--- src/rtl/data_mem_ctrl.sv ---
// Data-memory controller for the multicycle RV32I core: sized loads/stores with
// configurable wait states, valid/ready handshake and access-error reporting.
module data_mem_ctrl #(
    parameter int unsigned ADDR_W      = 32,
    parameter int unsigned DEPTH_WORDS = 64,
    parameter int unsigned WAIT_CYCLES = 2
) (
    input  logic              clk,
    input  logic              reset,
    input  logic              req_valid,
    output logic              req_ready,
    input  logic              req_we,
    input  logic [2:0]        req_funct3,
    input  logic [ADDR_W-1:0] req_addr,
    input  logic [31:0]       req_wdata,
    output logic              rsp_valid,
    input  logic              rsp_ready,
    output logic [31:0]       rsp_rdata,
    output logic              rsp_err,
    output logic              busy
);

    localparam int unsigned IdxW = (DEPTH_WORDS > 1) ? $clog2(DEPTH_WORDS) : 1;

    typedef enum logic [1:0] {StIdle, StWait, StResp} state_e;

    state_e            state_q;
    logic [3:0]        cnt_q;
    logic              we_q;
    logic [2:0]        funct3_q;
    logic [ADDR_W-1:0] addr_q;
    logic [31:0]       wdata_q;

    // Storage is never reset; contents survive a reset of the control path.
    logic [31:0] mem [DEPTH_WORDS];

    logic            illegal;
    logic            misaligned;
    logic            out_of_range;
    logic            acc_err;
    logic            access;
    logic            mem_we;
    logic [IdxW-1:0] idx;
    logic [31:0]     rd_word;
    logic [7:0]      ld_byte;
    logic [15:0]     ld_half;
    logic [31:0]     load_data;
    logic [31:0]     wr_word;
    logic [3:0]      be;

    assign idx = addr_q[IdxW+1:2];

    always_comb begin
        if (we_q) begin
            illegal = !(funct3_q inside {3'b000, 3'b001, 3'b010});
        end else begin
            illegal = funct3_q inside {3'b011, 3'b110, 3'b111};
        end
        misaligned   = ((funct3_q[1:0] == 2'b01) && addr_q[0]) ||
                       ((funct3_q[1:0] == 2'b10) && (addr_q[1:0] != 2'b00));
        out_of_range = ({2'b00, addr_q[ADDR_W-1:2]} >= ADDR_W'(DEPTH_WORDS));
        acc_err      = illegal || misaligned || out_of_range;
        access       = (state_q == StWait) && (cnt_q == 4'd0);
        mem_we       = access && we_q && !acc_err;
    end

    always_comb begin
        rd_word = mem[idx];
        ld_byte = rd_word[{addr_q[1:0], 3'b000} +: 8];
        ld_half = addr_q[1] ? rd_word[31:16] : rd_word[15:0];
        case (funct3_q[1:0])
            2'b00:   load_data = funct3_q[2] ? {24'd0, ld_byte} : {{24{ld_byte[7]}}, ld_byte};
            2'b01:   load_data = funct3_q[2] ? {16'd0, ld_half} : {{16{ld_half[15]}}, ld_half};
            default: load_data = rd_word;
        endcase
    end

    // Replicate store data across lanes so the byte enables alone pick the target bytes.
    always_comb begin
        be      = 4'b1111;
        wr_word = wdata_q;
        case (funct3_q[1:0])
            2'b00: begin
                be      = 4'b0001 << addr_q[1:0];
                wr_word = {4{wdata_q[7:0]}};
            end
            2'b01: begin
                be      = addr_q[1] ? 4'b1100 : 4'b0011;
                wr_word = {2{wdata_q[15:0]}};
            end
            default: be = 4'b1111;
        endcase
    end

    always_ff @(posedge clk) begin
        if (mem_we) begin
            for (int b = 0; b < 4; b++) begin
                if (be[b]) begin
                    mem[idx][8*b +: 8] <= wr_word[8*b +: 8];
                end
            end
        end
    end

    always_ff @(posedge clk or negedge reset) begin
        if (!reset) begin
            state_q   <= StIdle;
            cnt_q     <= 4'd0;
            we_q      <= 1'b0;
            funct3_q  <= 3'b000;
            addr_q    <= '0;
            wdata_q   <= 32'd0;
            rsp_valid <= 1'b0;
            rsp_err   <= 1'b0;
            rsp_rdata <= 32'd0;
        end else begin
            case (state_q)
                StIdle: begin
                    if (req_valid) begin
                        we_q     <= req_we;
                        funct3_q <= req_funct3;
                        addr_q   <= req_addr;
                        wdata_q  <= req_wdata;
                        cnt_q    <= 4'(WAIT_CYCLES);
                        state_q  <= StWait;
                    end
                end
                StWait: begin
                    if (cnt_q != 4'd0) begin
                        cnt_q <= cnt_q - 4'd1;
                    end else begin
                        rsp_valid <= 1'b1;
                        rsp_err   <= acc_err;
                        rsp_rdata <= (acc_err || we_q) ? 32'd0 : load_data;
                        state_q   <= StResp;
                    end
                end
                StResp: begin
                    if (rsp_ready) begin
                        rsp_valid <= 1'b0;
                        state_q   <= StIdle;
                    end
                end
                default: state_q <= StIdle;
            endcase
        end
    end

    assign req_ready = (state_q == StIdle);
    assign busy      = (state_q != StIdle);

endmodule
--- config.mk ---
export PLATFORM = sky130hd
export DESIGN_NAME = data_mem_ctrl
export DESIGN_NICKNAME = d
export VERILOG_FILES = /design/src/rtl/data_mem_ctrl.sv
export SDC_FILE = /design/constraint.sdc
export NUM_CORES = 2
export LEC_CHECK = 0
export CAP_MARGIN = 25
export CORE_MARGIN = 5
export CORE_UTILIZATION = 35
export CTS_CLUSTER_DIAMETER = 30
export DETAILED_ROUTE_END_ITERATION = 10
export SYNTH_ARGS = -nofsm -noshare
export SYNTH_HDL_FRONTEND = slang
export SYNTH_SLANG_ARGS = --single-unit
--- constraint.sdc ---
create_clock -name clk -period 4.96 [get_ports clk]
set_clock_uncertainty 0.15 [all_clocks]
set_input_delay 0.992 -clock clk [delete_from_list [all_inputs] [get_ports clk]]
set_output_delay 0.992 -clock clk [all_outputs]
set_load 0.01 [all_outputs]
==> key figures <==
Status
  • Status: completed

Route
  • DRT Wirelength: 280 mm
  • Via count: 52.3k
  • DRT iter0 DRCs: 8003
  • Routed vias/inst: 5.88
  • DRC viols: 0
  • DRT Pass-1 Iters: 8
  • Drt wl/cell: 31.5 um
  • Post-route ant nets: 0

Cells and area
  • Post-layout util: 0.443
  • NumNets Final: 5578
  • Fillers: 20.0k
  • Share of cells above drive strength 1: 0.222
  • Area Overhead vs Synth: 26.0%

Power
  • Pwr/cell area: 689 nW/um^2
  • Switching Share: 0.336
  • VDD IR max: 0.587 mV
  • Static Leak: 0.0341 uW
  • Clock power share: 0.392
  • Psw: 23800 uW
  • Combinational fraction of design power: 0.265
  • Sequential share of power: 0.343
  • Pint: 47200 uW

Global route
  • Tot GR Track Use: 0.223
  • Total grt overflow: 0
  • Vias in the first global route: 50.5k
  • First-pass GRT wire length: 390 mm
  • Initial antenna violation count: 13
  • Largest net degree at the start of global routing: 73

Floorplan
  • Die area: 244000 um^2
  • IO Pins: 108
  • Initial Util: 0.352
  • Core ar.: 233000 um^2
  • Die height: 494 um
  • Die X: 494 um
  • Num rows: 177

Clocking
  • CTS max path bufs: 4
  • Clk Latency, worst-skew pair: 950 ps
  • Hold-fix buffer count after cts: 0
  • CTS tree: done
  • Clock Sinks: 2156
  • Resized Gates After CTS: 0
  • Clk slew on worst S/H paths: 50 ps
  • Post-CTS setup buffer count: 0
  • TritonCTS Buffers: 415
  • H-tree depth: 5
  • Root Driver: clkbuf_16

Worst setup path
  • CP peak stage delay: 780 ps
  • Flop-to-flop setup slack: 710 ps
  • Required time worst endpoint: 5600 ps
  • CP delay by family, top: simple AND/OR/NAND/NOR gates
  • Crit path kind: reg -> reg
  • Crit Path Max Fanout: 36
  • Worst path arrival time: 4890 ps
  • Cells along the critical path: buf_4 -> mux4_1 -> mux2i_1 -> o22a_1 -> nand3_1 -> nor4b_2 -> nand3_1 -> nand4_2 -> a211o_2 -> o211ai_1
  • Slowest CP cell: dfrtp_4
  • Crit start category: flop
  • Most used cell, CP: nand3_1
  • CP Buf/Inv Count: 1
  • Crit end category: flop

Yosys
  • Syn nets: 4943
  • Cells after Synth: 4869
  • Register area share after synthesis: 0.785
  • FFs w/ async S/R, synth: 0.0501
  • Yosys Warn Count: 0
  • Yosys top cell by area: edfxtp_1
  • Post-synth top area share: 0.752
  • Number of synthesized flops with an enable pin: 2048
  • Synth Cell Area: 81800 um^2
  • Synth area leaders: edfxtp_1 75%, a22oi_1 5.0%, dfrtp_1 3.3%, nand2_1 1.7%, nor2_1 1.6%
  • Mean area per synthesized cell: 16.8 um^2
  • #FFs+latches synth: 2156
  • Top_reg_cell synth: edfxtp_1
  • Synth cell types: 97

Timing
  • Fin Setup TNS: 0 ps
  • Max Freq: 0.236 GHz
  • Max Slew Vio Count: 0
  • Final setup vio count: 0
  • Worst slew pin tran: 1150 ps
  • Count of final hold-check violations: 0
  • Setup ws final: 714 ps
  • Slew HR: 0.230
  • Final Cycle Share: 0.856
  • RSZ-0062 raised after global routing: false
  • Min cycle time layout: 4250 ps

Placement
  • Port Buffers: 107
  • DP Worst Slack: 788 ps
  • DP Wirelength: 177 mm
  • GP Congestion: 0.928

Job
  • Max Cap Viol: 0

Hold path
  • HP Class: in -> async
## cell families after synthesis
group	share of synthesized area
simple gates	0.0502
xor+xnor	0.000214
mux	0.0317
buf+inv	0.0217
fa+ha+maj	0.000306
flops	0.785
compound gates	0.111
## power groups by stage
stage               Clock, uW  Sequential [uW]  Combinational, uW
floorplan                   0            24700               9050
global placement            0            24700              17800
detailed placement          0            24700              18200
CTS                     28000            24400              18300
global route            29000            24400              19200
finish                  27800            24400              18800
## registers in the layout, summed over array words and instances (netlist names)
| name | cells |
|---|---|
| rsp_err | 1 |
| state_q | 2 |
| rsp_valid | 1 |
| rsp_rdata | 32 |
| addr_q | 32 |
| wdata_q | 32 |
| mem | 2048 |
| cnt_q | 4 |
| we_q | 1 |
| funct3_q | 3 |
## layout make-up
cell class	count	area, um^2	share of cell area
clock inverters	298	3240	0.0315
inverters	13	48.8	0.000473
multi-input cells	2370	16000	0.155
clock buffers	455	10800	0.104
repair buffers	548	4920	0.0478
diodes	14	35.0	0.000340
well taps	3043	3810	0.0369
flip-flops and latches	2156	64200	0.623
## synth_stat cells, drive strengths merged, types with 8 or more instances
cell type and n:
edfxtp 2048, a22oi 541, nand2 370, nor2 353
buf 215, mux2i 122, a21oi 119, clkbuf 115
a221oi 112, dfrtp 108, a31oi 85, a22o 76
mux2 74, o21ai 68, a222oi 53, nand3 50
nand4 41, a41oi 35, nor4 25, mux4 23
o211ai 23, and3 20, o22ai 19, nor3 16
o2bb2ai 14, a221o 13, inv 11, a211oi 8
## cells in the final DEF, fill, tap and decap left out, types with 40 or more instances in the layout
cell             instances
o21ai_0                 56
clkinv_2                71
clkbuf_16              423
nand4_1                 40
a22o_1                  76
a31oi_1                 85
a222oi_1                53
mux2_2                  71
buf_12                  41
nand2_1                361
bufinv_16               54
clkinvlp_4              57
nand3_1                 49
clkdlybuf4s50_1        106
a21oi_1                119
edfxtp_1              2048
a221oi_1               111
buf_4                  397
clkinv_1                42
dfrtp_1                 96
a22oi_1                540
nor2_1                 346
mux2i_1                122
## per-layer routing
| metal | track usage | vias to the layer above | wire [um] |
|---|---|---|---|
| li1 | - | 21200 | - |
| met1 | 0.296 | 26600 | 104000 |
| met2 | 0.337 | 3745 | 126000 |
| met3 | 0.0596 | 751 | 33900 |
| met4 | 0.117 | 10 | 16100 |
| met5 | 0 | - | 62 |
## stage by stage
stage,cells,hold slack (ps),cell area (um^2),total power [uW]
3_5_place_dp,8120,307,88900,42900
6_report,8897,49.1,103000,71000
5_1_grt,8883,87.9,103000,72600
4_1_cts,8873,25.9,103000,70600
2_1_floorplan,4869,287,81800,33800
3_3_place_gp,8104,303,88700,42500
## path summary, 6_finish.rpt
| path | startpoint | depth (start not counted) | to |
|---|---|---|---|
| setup / recovery | addr_q[3] | 10 | rsp_rdata[23] |
| hold / removal | reset | 1 | addr_q[20] |
| setup reg to reg | addr_q[3] | 10 | rsp_rdata[23] |
| hold reg to reg | wdata_q[17] | 2 | wdata_q[17] |
| max in group asynchronous | reset | 2 | wdata_q[4] |
| min in group clk | wdata_q[17] | 2 | wdata_q[17] |
## worst reg2reg max path: cells and delay by family (launching register included)
family                 cells  cell delay (ps)
AND/OR/NAND/NOR            4             1190
multiplexers               2              820
AO/OA/AOI/OAI              3              800
flip-flops                 1              780
buffers and inverters      1              390
No activity file was read; power rests on OpenSTA's default activity.
